==> config.mk <==
export PLATFORM = sky130hd
export DESIGN_NAME = logic_chain_puzzle
export DESIGN_NICKNAME = d
export VERILOG_FILES = /design/src/rtl/lcp_pkg.sv /design/src/rtl/lcp_lock_timer.sv /design/src/rtl/logic_chain_puzzle.sv
export SDC_FILE = /design/constraint.sdc
export NUM_CORES = 1
export LEC_CHECK = 0
export CORE_MARGIN = 3
export CORE_UTILIZATION = 35
export CTS_CLUSTER_SIZE = 8
export DETAILED_ROUTE_END_ITERATION = 6
export PLACE_DENSITY = 0.57
export SLEW_MARGIN = 20
export SYNTH_ARGS = -nofsm -noshare
export SYNTH_HDL_FRONTEND = slang
export SYNTH_SLANG_ARGS = --single-unit
==> constraint.sdc <==
create_clock -name clk -period 3.4 [get_ports clk]
set_clock_uncertainty 0.05 [all_clocks]
set_input_delay 0.85 -clock clk [delete_from_list [all_inputs] [get_ports clk]]
set_output_delay 0.85 -clock clk [all_outputs]
set_load 0.05 [all_outputs]
==> src/rtl/lcp_pkg.sv <==
// rtl/lcp_pkg.sv - shared types, encodings and reset table for logic_chain_puzzle
//
// Purpose: op encodings, key codes, FSM state type, LED patterns, the
// initial operand byte table and small helper functions used by the
// logic_chain_puzzle top and its lockout timer.
// Ports: none (package).
package lcp_pkg;

  // Stage operators, in the order a key press advances them.
  typedef enum logic [1:0] {
    OP_AND  = 2'd0,
    OP_OR   = 2'd1,
    OP_XOR  = 2'd2,
    OP_XNOR = 2'd3
  } op_t;

  typedef enum logic [1:0] {
    ST_EVAL = 2'd0,
    ST_IDLE = 2'd1,
    ST_LOCK = 2'd2,
    ST_DONE = 2'd3
  } state_t;

  localparam logic [3:0] KEY_SUBMIT = 4'd0;
  localparam logic [3:0] KEY_STAR   = 4'd10;
  localparam logic [3:0] KEY_HASH   = 4'd11;

  localparam logic [7:0] LED_MODE0 = 8'hFF;
  localparam logic [7:0] LED_MODE1 = 8'h00;
  localparam logic [7:0] LED_DONE  = 8'h0F;
  localparam logic [7:0] LED_LOCK  = 8'hAA;

  // Entry i is the reset byte of nums[i]; entry 0 sits in the low byte.
  localparam logic [8:0][7:0] INIT_BYTES = {
    8'hAA, 8'hF0, 8'hDE, 8'hBC, 8'h9A, 8'h78, 8'h56, 8'h34, 8'h12
  };

  // Reset operand replicated to 16 bits; callers keep the low W bits.
  function automatic logic [15:0] init_num(input logic [3:0] idx);
    return {INIT_BYTES[idx], INIT_BYTES[idx]};
  endfunction

  function automatic logic [15:0] apply_op(input op_t op,
                                           input logic [15:0] a,
                                           input logic [15:0] b);
    case (op)
      OP_AND:  return a & b;
      OP_OR:   return a | b;
      OP_XOR:  return a ^ b;
      default: return ~(a ^ b);
    endcase
  endfunction

  function automatic op_t next_op(input op_t op);
    return op_t'(op + 2'd1);
  endfunction

endpackage

==> src/rtl/lcp_lock_timer.sv <==
// rtl/lcp_lock_timer.sv - lockout down-counter for logic_chain_puzzle
//
// Purpose: after load, counts LOCK_CYCLES cycles of count=1 and pulses
// expire during the last of them, so the owner leaves its lock state after
// exactly LOCK_CYCLES cycles.
// Ports:
//   clk     in  clock
//   rst_n   in  async active-low reset
//   load    in  (re)start the lockout period
//   count   in  high while the owner is locked
//   expire  out high in the final locked cycle
module lcp_lock_timer #(
  parameter int LOCK_CYCLES = 50_000_000
) (
  input  logic clk,
  input  logic rst_n,
  input  logic load,
  input  logic count,
  output logic expire
);

  localparam int CW = (LOCK_CYCLES > 1) ? $clog2(LOCK_CYCLES + 1) : 1;

  logic [CW-1:0] cnt;

  // load presets LOCK_CYCLES-1 so the values LOCK_CYCLES-1..0 span the period.
  always_ff @(posedge clk or negedge rst_n) begin
    if (!rst_n) begin
      cnt <= '0;
    end else if (load) begin
      cnt <= CW'(LOCK_CYCLES - 1);
    end else if (count && (cnt != '0)) begin
      cnt <= cnt - 1'b1;
    end
  end

  assign expire = count && !load && (cnt == '0);

endmodule

==> src/rtl/logic_chain_puzzle.sv <==
// rtl/logic_chain_puzzle.sv - chained bitwise-logic puzzle with keypad editing
//
// Purpose: holds N_OPS+1 operands and N_OPS operators, folds them one stage
// per cycle under control of the dip switches, lets the keypad invert
// operands / rotate operators, and checks the result against TARGET.
// Optional feature: define LOGIC_CHAIN_LOCKOUT_EN to lock the keypad for
// LOCK_CYCLES cycles after MAX_FAIL failed submits.
// Ports:
//   clk        in   clock
//   rst_n      in   async active-low reset
//   enable     in   gates key handling and the result pulses
//   dip_sw     in   stage k active when bit k = 1
//   key_valid  in   one-cycle key strobe
//   key_value  in   0 submit, 1..9 digit, 10 '*', 11 '#'
//   seg_data   out  eight 4-bit display digits
//   led_out    out  mode / status indicator
//   busy       out  evaluation in progress
//   clear, correct, fail  out  one-cycle result pulses
module logic_chain_puzzle
  import lcp_pkg::*;
#(
  parameter int            N_OPS       = 8,
  parameter int            W           = 8,
  parameter logic [W-1:0]  TARGET      = {W{1'b1}},
  parameter int            MAX_FAIL    = 3,
  parameter int            LOCK_CYCLES = 50_000_000
) (
  input  logic             clk,
  input  logic             rst_n,
  input  logic             enable,
  input  logic [N_OPS-1:0] dip_sw,
  input  logic             key_valid,
  input  logic [3:0]       key_value,
  output logic [31:0]      seg_data,
  output logic [7:0]       led_out,
  output logic             busy,
  output logic             clear,
  output logic             correct,
  output logic             fail
);

  state_t           state;
  logic [3:0]       stage;
  logic [W-1:0]     nums [N_OPS+1];
  op_t              ops  [N_OPS];
  logic [W-1:0]     acc;
  logic [W-1:0]     result;
  logic [N_OPS-1:0] dip_q;
  logic             edit_mode;
  logic [7:0]       led_q;
  logic             clear_q;
  logic             correct_q;
  logic             fail_q;

  logic             dip_chg;
  logic             key_ok;
  logic             key_digit;
  logic             fail_key;
  logic [W-1:0]     acc_in;
  logic [W-1:0]     acc_next;
  logic             stage_dip;
  op_t              stage_op;
  logic [W-1:0]     stage_num;

  assign dip_chg   = (dip_sw != dip_q);
  assign key_ok    = enable && key_valid && (state == ST_IDLE);
  assign key_digit = (key_value >= 4'd1) && (key_value <= 4'(N_OPS));
  assign fail_key  = key_ok && (key_value == KEY_SUBMIT) && (result != TARGET);

  // Stage 0 seeds the accumulator from nums[0] rather than the stale acc.
  always_comb begin
    acc_in    = (stage == 4'd0) ? nums[0] : acc;
    stage_dip = 1'b0;
    stage_op  = OP_AND;
    stage_num = '0;
    for (int k = 0; k < N_OPS; k++) begin
      if (stage == 4'(k)) begin
        stage_dip = dip_q[k];
        stage_op  = ops[k];
        stage_num = nums[k+1];
      end
    end
    acc_next = stage_dip ? W'(apply_op(stage_op, 16'(acc_in), 16'(stage_num)))
                         : acc_in;
  end

`ifdef LOGIC_CHAIN_LOCKOUT_EN
  localparam int FW = (MAX_FAIL > 1) ? $clog2(MAX_FAIL + 1) : 1;

  logic [FW-1:0] fail_cnt;
  logic          lock_load;
  logic          lock_expire;

  // The fail that brings fail_cnt up to MAX_FAIL starts the lockout.
  assign lock_load = fail_key && (fail_cnt == FW'(MAX_FAIL - 1));

  always_ff @(posedge clk or negedge rst_n) begin
    if (!rst_n) begin
      fail_cnt <= '0;
    end else if ((state == ST_LOCK) && lock_expire) begin
      fail_cnt <= '0;
    end else if (fail_key) begin
      fail_cnt <= fail_cnt + 1'b1;
    end
  end

  lcp_lock_timer #(
    .LOCK_CYCLES (LOCK_CYCLES)
  ) u_lock_timer (
    .clk    (clk),
    .rst_n  (rst_n),
    .load   (lock_load),
    .count  (state == ST_LOCK),
    .expire (lock_expire)
  );
`else
  logic unused_lock_cfg;
  assign unused_lock_cfg = (MAX_FAIL > 0) && (LOCK_CYCLES > 0);
`endif

  always_ff @(posedge clk or negedge rst_n) begin
    if (!rst_n) begin
      state     <= ST_EVAL;
      stage     <= 4'd0;
      acc       <= '0;
      result    <= '0;
      dip_q     <= '0;
      edit_mode <= 1'b0;
      led_q     <= LED_MODE0;
      clear_q   <= 1'b0;
      correct_q <= 1'b0;
      fail_q    <= 1'b0;
      for (int i = 0; i <= N_OPS; i++) nums[i] <= W'(init_num(4'(i)));
      for (int i = 0; i < N_OPS; i++)  ops[i]  <= OP_AND;
    end else begin
      clear_q   <= 1'b0;
      correct_q <= 1'b0;
      fail_q    <= 1'b0;
      // dip_q freezes while locked/done so a change made then is seen on return to IDLE.
      if ((state == ST_IDLE) || (state == ST_EVAL)) dip_q <= dip_sw;

      case (state)
        ST_EVAL: begin
          if (dip_chg) begin
            stage <= 4'd0;
          end else begin
            acc <= acc_next;
            if (stage == 4'(N_OPS - 1)) begin
              result <= acc_next;
              stage  <= 4'd0;
              state  <= ST_IDLE;
            end else begin
              stage <= stage + 4'd1;
            end
          end
        end

        ST_IDLE: begin
          if (dip_chg) begin
            state <= ST_EVAL;
            stage <= 4'd0;
          end
          // Key outcomes are written after the dip check so they take priority.
          if (key_ok) begin
            case (key_value)
              KEY_SUBMIT: begin
                edit_mode <= 1'b0;
                if (result == TARGET) begin
                  clear_q   <= 1'b1;
                  correct_q <= 1'b1;
                  state     <= ST_DONE;
                  led_q     <= LED_DONE;
                end else begin
                  fail_q <= 1'b1;
                  led_q  <= LED_MODE0;
`ifdef LOGIC_CHAIN_LOCKOUT_EN
                  if (lock_load) begin
                    state <= ST_LOCK;
                    led_q <= LED_LOCK;
                  end
`endif
                end
              end
              KEY_STAR: begin
                edit_mode <= ~edit_mode;
                led_q     <= edit_mode ? LED_MODE0 : LED_MODE1;
              end
              KEY_HASH: begin
                for (int i = 0; i <= N_OPS; i++) nums[i] <= W'(init_num(4'(i)));
                for (int i = 0; i < N_OPS; i++)  ops[i]  <= OP_AND;
                edit_mode <= 1'b0;
                led_q     <= LED_MODE0;
                state     <= ST_EVAL;
                stage     <= 4'd0;
              end
              default: begin
                if (key_digit) begin
                  for (int k = 0; k < N_OPS; k++) begin
                    if (key_value == 4'(k + 1)) begin
                      if (!edit_mode) nums[k] <= ~nums[k];
                      else            ops[k]  <= next_op(ops[k]);
                    end
                  end
                  state <= ST_EVAL;
                  stage <= 4'd0;
                end
              end
            endcase
          end
        end

`ifdef LOGIC_CHAIN_LOCKOUT_EN
        ST_LOCK: begin
          if (lock_expire) begin
            state <= ST_IDLE;
            led_q <= LED_MODE0;
          end
        end
`endif

        ST_DONE: begin
          led_q <= LED_DONE;
        end

        default: begin
          state <= ST_IDLE;
          led_q <= LED_MODE0;
        end
      endcase
    end
  end

  // Narrow results show one bit per digit; wide results show plain hex.
  generate
    if (W <= 8) begin : g_bit_digits
      for (genvar i = 0; i < 8; i++) begin : g_digit
        if (i < W) begin : g_live
          assign seg_data[4*i +: 4] = {3'b000, result[i]};
        end else begin : g_blank
          assign seg_data[4*i +: 4] = 4'h0;
        end
      end
    end else begin : g_hex
      assign seg_data = 32'(result);
    end
  endgenerate

  assign led_out = led_q;
  assign busy    = (state == ST_EVAL);
  assign clear   = clear_q   & enable;
  assign correct = correct_q & enable;
  assign fail    = fail_q    & enable;

endmodule
==> run_results.csv, run 1 <==
group,metric,value,unit
placement,dp_hpwl,13.3,mm
yosys,syn_avg_cell_area,8.96,sq um
routing,route.detailed.drc,0,
worst_hold_path,hold_path_class,"primary input to asynchronous set/reset pin",
timing,max_freq,316,MHz
global_route,grt_overflow,0,
yosys,synth_edf_count,0,
pwr,total_power,3.27,mW
global_route,grt_max_degree,65,
cts,cts_htree_levels,4,
cts,clockBufferDepth,2,
worst_setup_path,critPathMaxFanout,11,
die,fp.coreArea,0.0188,sq mm
die,die_area,0.0209,sq mm
cts,clkSinkCount,115,
placement,place.gp.congestion,0.911,
routing,post_drt_wl_per_cell,17.0,um
cts,path_clk_slew,0.06,ns
yosys,synth_cell_types,66,
cts,ctsResizeCount,0,
global_route,grt_pass1_vias,5217,
final_layout,final_nets,835,
worst_setup_path,arrival,3.47,ns
die,io_pins,60,
yosys,seq_area_frac_synth,43.4,%
timing,holdWs,0.315,ns
final_layout,fin_cells,1072,
yosys,synth_top_area_share,30.1,%
cts,hold_buffers,0,
cts,clk_latency,0.42,ns
yosys,ys_ff_latch,115,
final_layout,drive_above_1_share,17.0,%
yosys,synth_ff_type,"dfrtp_1",
yosys,synth-async-reset-ratio,100,%
final_layout,areaGrowthSynthToFinish,18.1,%
run,drv_cap,0,
pwr,peakVddDrop,0.293,mV
timing,relSlewSlack,53.8,%
timing,worstMarginPinSlew,0.691,ns
routing,dr_total_vias,5580,
global_route,grt_pass1_wl,29.1,mm
final_layout,num_antenna_cells,0,
timing,fin_crit_sh,93.0,%
worst_setup_path,crit_required,3.70,ns
cts,cts_tree,"built",
yosys,synth_area,0.00674,sq mm
timing,hold_violations,0,
timing,drv_slew,0,
routing,dr.pass1.iters,5,
die,start_util,35.8,%
cts,ctsRootBufferMaster,"clkbuf_16",
worst_setup_path,cp-start-kind,"register",
routing,ant_nets,0,
yosys,synthCells,752,
global_route,antenna_found_initial,0,
yosys,yosys.area.top_type,"dfrtp_1",
timing,tns,0,ns
worst_setup_path,end_kind,"register",
die,core.rowCount,50,
routing,wl,18.3,mm
worst_setup_path,path_class,"register to register",
timing,fin_crit,3.16,ns
cts,numCtsBuffers,17,
die,die_y,145,um
pwr,total_leakage_power,3.40,nW
die,dieWidth,145,um
placement,dp.cells,1040,
global_route,grt_usage,18.0,%
yosys,yosysWarnings,0,
yosys,synthTopCellsByArea,"dfrtp_1 30%, dfstp_2 13%, o21ai_0 5.6%, nand2_1 5.5%, a21oi_1 4.4%",
timing,grt_setup_unrepaired,"no",
timing,setup_viol,0,
placement,portBuffers,35,
routing,avgViaCountPerCell,5.21,
routing,drt_iter0_drc,463,
pwr,power.density,411,mW/mm^2
cts,post-cts-setup-buffers,0,
status,status,"complete, no violations",
report_power, final:
| group | internal, mW | leakage [nW] | switching, mW |
|---|---|---|---|
| Combinational | 0.0496 | 1.67 | 0.137 |
| Clock | 1.01 | 0.266 | 0.696 |
| Sequential | 1.38 | 1.46 | 0.00451 |
| Total | 2.43 | 3.40 | 0.837 |
layout by cell type, fill, tap and decap left out, drive strengths merged, types with 8 or more instances in the layout:
| cell type | netlist | routed |
|---|---|---|
| nand2 | 99 | 99 |
| o21ai | 85 | 85 |
| dfrtp | 81 | 81 |
| nor2 | 61 | 61 |
| a21oi | 60 | 60 |
| buf | 43 | 43 |
| nor3 | 36 | 36 |
| dfstp | 34 | 34 |
| clkdlybuf4s50 | 0 | 31 |
| mux2i | 26 | 26 |
| inv | 23 | 25 |
| conb | 1 | 24 |
| ha | 20 | 20 |
| mux2 | 18 | 18 |
| clkbuf | 26 | 17 |
| a221o | 14 | 14 |
| nand3 | 13 | 13 |
| a221oi | 11 | 11 |
| clkinv | 2 | 10 |
| xnor2 | 9 | 9 |
| and2 | 8 | 8 |
critical path: stages (launching register included):
cell and delay, ns:
dfrtp_1 0.44, inv_1 0.09, ha_1 0.21, nor2b_1 0.13, buf_4 0.17, a221oi_1 0.29
nor3_1 0.07, a211oi_1 0.24, a21oi_1 0.06, a221o_1 0.35, inv_1 0.07, ha_1 0.23
mux2_1 0.30, mux2i_1 0.21, a221o_1 0.17
worst paths after layout:
| kind | from | to | slack [ns] | cells after the start |
|---|---|---|---|---|
| hold / removal | rst_n | nums[38]$_DFFE_PN0P_ | 0.31 | 1 |
| hold reg to reg | nums[47]$_DFFE_PN0P_ | nums[47]$_DFFE_PN0P_ | 0.43 | 1 |
| min in group clk | nums[47]$_DFFE_PN0P_ | nums[47]$_DFFE_PN0P_ | 0.43 | 1 |
| setup reg to reg | stage[0]$_DFFE_PN0P_ | acc[3]$_DFFE_PN0P_ | 0.24 | 14 |
| max in group asynchronous | rst_n | led_out[6]$_DFFE_PN1P_ | 2.25 | 2 |
| setup / recovery | stage[0]$_DFFE_PN0P_ | acc[3]$_DFFE_PN0P_ | 0.24 | 14 |
per-layer routing:
layer | GRT usage [%] | vias up | routed length, um
li1 | - | 2714 | -
met1 | 25.3 | 2665 | 8440
met2 | 28.0 | 177 | 8640
met3 | 3.98 | 24 | 895
met4 | 5.35 | 0 | 301
met5 | 0 | - | 0
cell type report:
type	count	area, sq um
clock buffers	17	425
clock inverters	15	136
fillers	1829	10900
inverters	25	95.1
multi-input cells	566	3410
flip-flops and latches	115	2920
well taps	260	325
repair buffers	74	646
state kept, by name (all words and copies together), names as in the netlist:
name,flops
nums,64
dip_q,8
result,8
fail_q,1
stage,4
ops,16
state,2
correct_q,1
edit_mode,1
led_out,2
acc,8
cell families (layout without fill, tap and decap cells):
family	Yosys count	in the layout	synth area share, %
AO/OA/AOI/OAI	214	214	20.0
XOR/XNOR	9	9	1.17
adder cells (fa/ha/maj)	20	20	3.71
buffers and inverters	94	131	7.47
flip-flops	115	115	43.4
multiplexers	44	44	6.87
other	1	24	0.0557
AND/OR/NAND/NOR	255	255	17.4
cell usage after synthesis (3+ instances only):
cell and number:
mux2_2 10, buf_1 5, a221oi_1 11, and2_1 8
nand2b_1 7, dfrtp_1 81, o31ai_1 4, or3_1 5
a221o_1 14, dfstp_2 34, ha_1 20, nor3_1 35
o21ai_0 75, nand2_1 98, and3_1 4, a21oi_1 59
nand3_1 13, mux2i_1 26, nor2_1 60, inv_1 22
mux2_1 8, a211oi_1 4, clkbuf_1 26, buf_4 34
a31oi_1 4, nor2b_1 6, o211ai_1 3, xnor2_1 9
o21ai_1 10, a21o_1 5, nand4_1 7, a21bo_2 6
through the flow:
| step | setup WS [ns] | area, sq um | utilization [%] |
|---|---|---|---|
| final | 0.238 | 7960 | 42.2 |
| after global routing | 0.0176 | 7960 | 42.2 |
| after CTS | 0.165 | 7950 | 42.2 |
| after detailed placement | 0.199 | 7390 | 39.2 |
| after global placement | 0.246 | 7390 | 39.2 |
| after floorplan | 0.508 | 6820 | - |
Note: power is estimated with default switching activity, not from simulation.
==> inputs of run 2 (changes only) <==
RECOVER_POWER = 50   (was not set)
==> run 2 against run 1 <==
  * The flow now finishes with violations (max-capacitance violations, max-slew violations)
  * Largest cell class unchanged
  * Flip-flop and latch count stayed put
  * Highest routed layer unchanged
  * Cell count unchanged
  * Power is 0.16% lower
  * Worst hold slack improved by 0.12 ns
  * Combinational power shrank 4%
  * Routed wire length fell by 0.22%
  * Global-route usage unchanged
  * Die area unchanged
  * Maximum frequency decreased by 0.45%
==> run_results.csv, run 2 (synthesis gave the netlist of run 1 again) <==
group,metric,value,unit
status,status,"complete, but fails checks",
status,violations,"max-capacitance violations, max-slew violations",
final_layout,fill_cells,1832,
die,dieWidth,145,um
worst_setup_path,path_class,"register to register",
cts,cts_tree,"built",
timing,drv_slew,31,
routing,dr_total_vias,5556,
placement,place_area,0.00739,sq mm
worst_setup_path,crit_family,"compound AO/OA/AOI/OAI gates",
cts,clockBufferDepth,2,
final_layout,final_common_cell,"nand2_1",
pwr,seqPwrFrac,42.3,%
cts,clkSinkCount,115,
worst_hold_path,hold_path_class,"register to register",
timing,relSlewSlack,-9.25,%
worst_setup_path,worst_r2r_path_depth,14,
cts,numCtsBuffers,17,
die,start_util,35.8,%
worst_setup_path,cp-start-kind,"register",
pwr,peakVddDrop,0.293,mV
worst_setup_path,cp-startpoint,"stage[0]$_DFFE_PN0P_",
cts,cts_htree_levels,4,
worst_setup_path,cp_slowest_cell,"dfrtp_1",
worst_hold_path,holdPathEnd,"nums[29]$_DFFE_PN1P_",
final_layout,num_antenna_cells,0,
timing,fin_crit_sh,93.4,%
pwr,comb_power_share,5.5,%
timing,tns,0,ns
pwr,p_sw,0.837,mW
worst_setup_path,end_kind,"register",
timing,setup_slack,0.223,ns
global_route,grt_usage,18.0,%
die,die_area,0.0209,sq mm
pwr,power_frac_clock,52.2,%
routing,avgViaCountPerCell,5.18,
final_layout,largest_reg_flops,64,
pwr,power.density,412,mW/mm^2
global_route,grt_pass1_wl,29.1,mm
worst_hold_path,hold_depth,2,
global_route,grt_max_degree,65,
worst_setup_path,rrSetupSlack,0.22,ns
worst_setup_path,cpPeakStageDelay,0.44,ns
routing,drt_iter0_drc,487,
final_layout,areaGrowthSynthToFinish,17.8,%
final_layout,most-common-layout-cells,"98 x nand2_1, 81 x dfrtp_1, 75 x o21ai_0, 60 x nor2_1, 59 x a21oi_1",
routing,ant_nets,0,
worst_setup_path,crit_required,3.71,ns
worst_setup_path,critPathMaxFanout,11,
timing,max_freq,315,MHz
final_layout,final_area,0.00793,sq mm
worst_setup_path,arrival,3.48,ns
global_route,grt_pass1_vias,5217,
worst_hold_path,min-delay-start,"nums[29]$_DFFE_PN1P_",
worst_setup_path,cp_cell_sequence,"inv_1, ha_1, nor2b_1, buf_4, a221oi_1, nor3_1, a211oi_1, a21oi_1, a221o_1, inv_1, ha_1, mux2_1, mux2i_1, a221o_1",
placement,pre_cts_ws,0.199,ns
die,die_y,145,um
cts,clk_latency,0.42,ns
timing,setup_viol,0,
routing,wl,18.2,mm
pwr,p_sw_share,25.6,%
cts,ctsRootBufferMaster,"clkbuf_16",
run,drv_cap,1,
pwr,total_leakage_power,3.39,nW
cts,post-cts-setup-buffers,0,
cts,path_clk_slew,0.06,ns
placement,dp_hpwl,13.3,mm
final_layout,fin_cells,1072,
final_layout,top_regs,"nums: 64 flops, ops: 16 flops",
pwr,internal_power,2.43,mW
final_layout,final_nets,835,
global_route,antenna_found_initial,0,
routing,post_drt_wl_per_cell,17.0,um
die,fp.coreArea,0.0188,sq mm
final_layout,drive_above_1_share,16.7,%
routing,dr.pass1.iters,5,
timing,fin_crit,3.18,ns
die,core.rowCount,50,
routing,route.detailed.drc,0,
global_route,grt_overflow,0,
timing,worstMarginPinSlew,1.64,ns
die,io_pins,60,
timing,hold_violations,0,
worst_setup_path,rr_endpoint,"acc[3]$_DFFE_PN0P_",
placement,place.gp.congestion,0.911,
worst_setup_path,r2r_start,"stage[0]$_DFFE_PN0P_",
timing,grt_setup_unrepaired,"no",
placement,dp.cells,1040,
placement,portBuffers,35,
worst_setup_path,crit_buf_inv,3,
final_layout,largest-register,"nums",
run 2: cell types whose count changed in the layout (fill, tap and decap cells not counted):
cell,delta
buf_12,-1
buf_4,-3
clkbuf_1,+2
clkbuf_2,+1
clkbuf_4,+1
clkdlybuf4s50_1,-9
dlygate4sd3_1,+9
run 2: final cells by class:
class	count	area (sq um)	share of cell area (%)
Inverter	25	95.1	1.20
Clock inverter	15	136	1.72
Tap cell	260	325	4.10
Multi-Input combinational cell	566	3410	42.9
Clock buffer	17	425	5.36
Timing Repair Buffer	74	623	7.85
Sequential cell	115	2920	36.8
run 2: worst max path at each step:
stage	to	slack [ns]	cells past startpoint
6_report	acc[3]$_DFFE_PN0P_	0.22	14
5_1_grt	result[1]$_DFFE_PN0P_	0.02	11
4_1_cts	result[5]$_DFFE_PN0P_	0.16	14
3_5_place_dp	result[5]$_DFFE_PN0P_	0.20	14
3_3_place_gp	result[5]$_DFFE_PN0P_	0.25	14
2_1_floorplan	result[3]$_DFFE_PN0P_	0.51	14
run 2: repair_timing:
item	in CTS	in global routing
endpoints found under the setup margin	0	6
hold buffers	0	0
gates resized for setup	0	2
run 2: worst register-to-register path, stage by stage (launching register included):
cell      delay, ns
dfrtp_1        0.44
inv_1          0.09
ha_1           0.21
nor2b_1        0.13
buf_4          0.17
a221oi_1       0.30
nor3_1         0.07
a211oi_1       0.24
a21oi_1        0.07
a221o_1        0.35
inv_1          0.07
ha_1           0.23
mux2_1         0.30
mux2i_1        0.21
a221o_1        0.17
run 2: routing by layer:
metal	part of all wire (%)	wire [um]	global-route usage, %	vias up
met5	0	0	0	-
met4	1.9	341	5.35	0
met3	4.4	808	3.98	25
met2	47	8650	28.0	157
met1	46	8440	25.3	2657
li1	-	-	-	2717
run 2: metrics by stage:
| stage | power [mW] | hold slack, ns | utilization [%] |
|---|---|---|---|
| floorplan | 1.54 | 0.395 | - |
| global placement | 1.59 | 0.423 | 39.2 |
| detailed placement | 1.59 | 0.424 | 39.2 |
| CTS | 3.30 | 0.323 | 42.2 |
| global route | 3.38 | 0.457 | 42.1 |
| finish | 3.26 | 0.435 | 42.1 |
run 2: power by group through the flow:
stage / sequential, mW / combinational [mW] / clock, mW
CTS: 1.38 / 0.189 / 1.73
floorplan: 1.40 / 0.133 / 0
global placement: 1.40 / 0.188 / 0
global route: 1.38 / 0.198 / 1.80
detailed placement: 1.40 / 0.188 / 0
finish: 1.38 / 0.180 / 1.70
==> inputs of run 3 (changes only) <==
CORE_ASPECT_RATIO = 1.1   (was not set)
==> run 3 against run 2 <==
  * The run still ends with max-capacitance violations, max-slew violations left
  * Global-route usage fell by 0.82 points
  * Critical path depth fell by 2
  * Sequential power about the same
  * Highest routed layer unchanged
  * Via count increased by 0.70%
  * Cell count is 0.93% lower
  * Non-clock buffer count increased by 7
  * Flip-flop and latch count stayed put
  * Routed wire length decreased by 2.1%
  * Largest power group unchanged
  * Core utilization up 1.3 points
  * Worst setup slack worse by 0.031 ns
  * Maximum frequency down 0.98%
  * Final area increased by 2.3%
  * Critical path type unchanged
==> run_results.csv, run 3 (synthesis gave the netlist of run 1 again) <==
group,metric,value,unit
worst_setup_path,crit_required,3.66,ns
pwr,power_frac_clock,56.2,%
final_layout,largest-register,"nums",
final_layout,final_nets,842,
worst_setup_path,worst_r2r_path_depth,12,
worst_setup_path,arrival,3.47,ns
pwr,internal_power,2.76,mW
pwr,p_sw,0.816,mW
timing,drv_slew,43,
final_layout,drive_above_1_share,17.9,%
timing,setup_viol,0,
final_layout,most-common-layout-cells,"98 x nand2_1, 80 x dfrtp_1, 75 x o21ai_0, 60 x nor2_1, 59 x a21oi_1",
placement,portBuffers,35,
die,fp.coreArea,0.0187,sq mm
routing,avgViaCountPerCell,5.27,
routing,drt_iter0_drc,339,
timing,relSlewSlack,-66.3,%
final_layout,fill_cells,1812,
placement,place.gp.congestion,0.809,
worst_setup_path,path_class,"register to register",
final_layout,top_regs,"nums: 64 flops, ops: 16 flops",
cts,clockBufferDepth,2,
final_layout,fin_cells,1062,
run,drv_cap,1,
cts,cts_tree,"built",
pwr,power.density,441,mW/mm^2
placement,dp_hpwl,13.0,mm
cts,clkSinkCount,115,
global_route,antenna_found_initial,0,
timing,holdWs,0.424,ns
cts,ctsRootBufferMaster,"clkbuf_16",
worst_setup_path,cp-start-kind,"register",
routing,wl_met3,722,um
final_layout,final_area,0.00811,sq mm
pwr,comb_power_share,5.1,%
die,io_pins,60,
worst_setup_path,end_kind,"register",
cts,path_clk_slew,0.06,ns
die,die_y,152,um
cts,cts_htree_levels,4,
placement,dp.cells,1026,
timing,grt_setup_unrepaired,"no",
pwr,p_sw_share,22.8,%
routing,route.detailed.drc,0,
timing,fin_crit_sh,94.4,%
routing,ant_nets,0,
worst_setup_path,critPathMaxFanout,16,
worst_hold_path,hold_depth,1,
cts,hold_buffers,0,
die,die_area,0.0209,sq mm
worst_setup_path,rrSetupSlack,0.19,ns
routing,wl,17.9,mm
final_layout,areaGrowthSynthToFinish,20.4,%
routing,met2_length,8.37,mm
cts,clk_latency,0.43,ns
routing,wl_met1,8.47,mm
global_route,grt_pass1_vias,5173,
timing,worstMarginPinSlew,2.49,ns
pwr,total_leakage_power,3.48,nW
global_route,grt_overflow,0,
final_layout,final_common_cell,"nand2_1",
die,core.rowCount,52,
global_route,grt_pass1_wl,28.3,mm
placement,place_area,0.00740,sq mm
worst_hold_path,hold_path_class,"register to register",
cts,numCtsBuffers,17,
status,status,"complete, but fails checks",
routing,post_drt_wl_per_cell,16.8,um
routing,top_layer,"met4",
die,dieWidth,138,um
status,violations,"max-capacitance violations, max-slew violations",
pwr,seqPwrFrac,38.7,%
final_layout,num_antenna_cells,0,
timing,fin_crit,3.21,ns
final_layout,postLayoutCoreUtil,43.5,%
routing,dr_total_vias,5595,
timing,max_freq,312,MHz
timing,tns,0,ns
global_route,grt_usage,17.2,%
timing,hold_violations,0,
pwr,peakVddDrop,0.360,mV
die,start_util,36.1,%
routing,dr.pass1.iters,5,
global_route,grt_max_degree,49,
final_layout,largest_reg_flops,64,
==> run 3: changes by cell type in the layout (fill, tap and decap cells not counted), sizes merged <==
cell	previous run	this run
inv	25	23
clkinvlp	4	5
clkinv	10	5
bufinv	1	5
buf	39	48
==> run 3: cell type report <==
type                    count  area, sq um  area share, %
well taps                 243          304           3.75
repair buffers             81          701           8.64
flip-flops and latches    115         2920           36.0
clock buffers              19          453           5.58
inverters                  25         95.1           1.17
multi-input cells         566         3430           42.3
clock inverters            13          206           2.54
==> run 3: worst paths after layout <==
check	start	to
max	stage[1]$_DFFE_PN0P_	result[4]$_DFFE_PN0P_
max in group asynchronous	rst_n	ops[14]$_DFFE_PN0P_
min	ops[9]$_DFFE_PN0P_	ops[9]$_DFFE_PN0P_
min reg2reg	ops[9]$_DFFE_PN0P_	ops[9]$_DFFE_PN0P_
min in group asynchronous	rst_n	ops[9]$_DFFE_PN0P_
max reg2reg	stage[1]$_DFFE_PN0P_	result[4]$_DFFE_PN0P_
==> run 3: timing repair <==
action | in CTS | in global routing
endpoints found under the setup margin | 0 | 9
buffers inserted | 0 | 4
resized for setup | 0 | 7
==> run 3: critical path, stage by stage, from the launching register on <==
cell and delay (ns):
dfrtp_1 0.39, buf_4 0.14, ha_1 0.52, buf_4 0.26
buf_12 0.13, a211o_1 0.10, a21oi_1 0.04, o32a_1 0.32
a21oi_4 0.13, buf_4 0.28, mux2i_1 0.23, mux2i_1 0.11
a221o_1 0.36
==> run 3: power by group through the flow <==
stage	sequential, mW	clock [mW]	combinational, mW
3_3_place_gp	1.40	0	0.188
5_1_grt	1.38	2.10	0.199
4_1_cts	1.38	2.04	0.187
3_5_place_dp	1.40	0	0.187
6_report	1.38	2.01	0.182
2_1_floorplan	1.40	0	0.133
==> run 3: per-layer routing <==
layer  track usage (%)  vias up
met4              5.34        0
met2              26.9      125
li1                  -     2731
met5                 0        -
met3              3.58       24
met1              24.1     2715
==> run 3: metrics by stage <==
stage,total power [mW],worst slack (ns)
after floorplan,1.54,0.508
after global placement,1.59,0.116
after detailed placement,1.59,0.0921
after CTS,3.61,0.0784
after global routing,3.68,0.000437
final,3.57,0.192
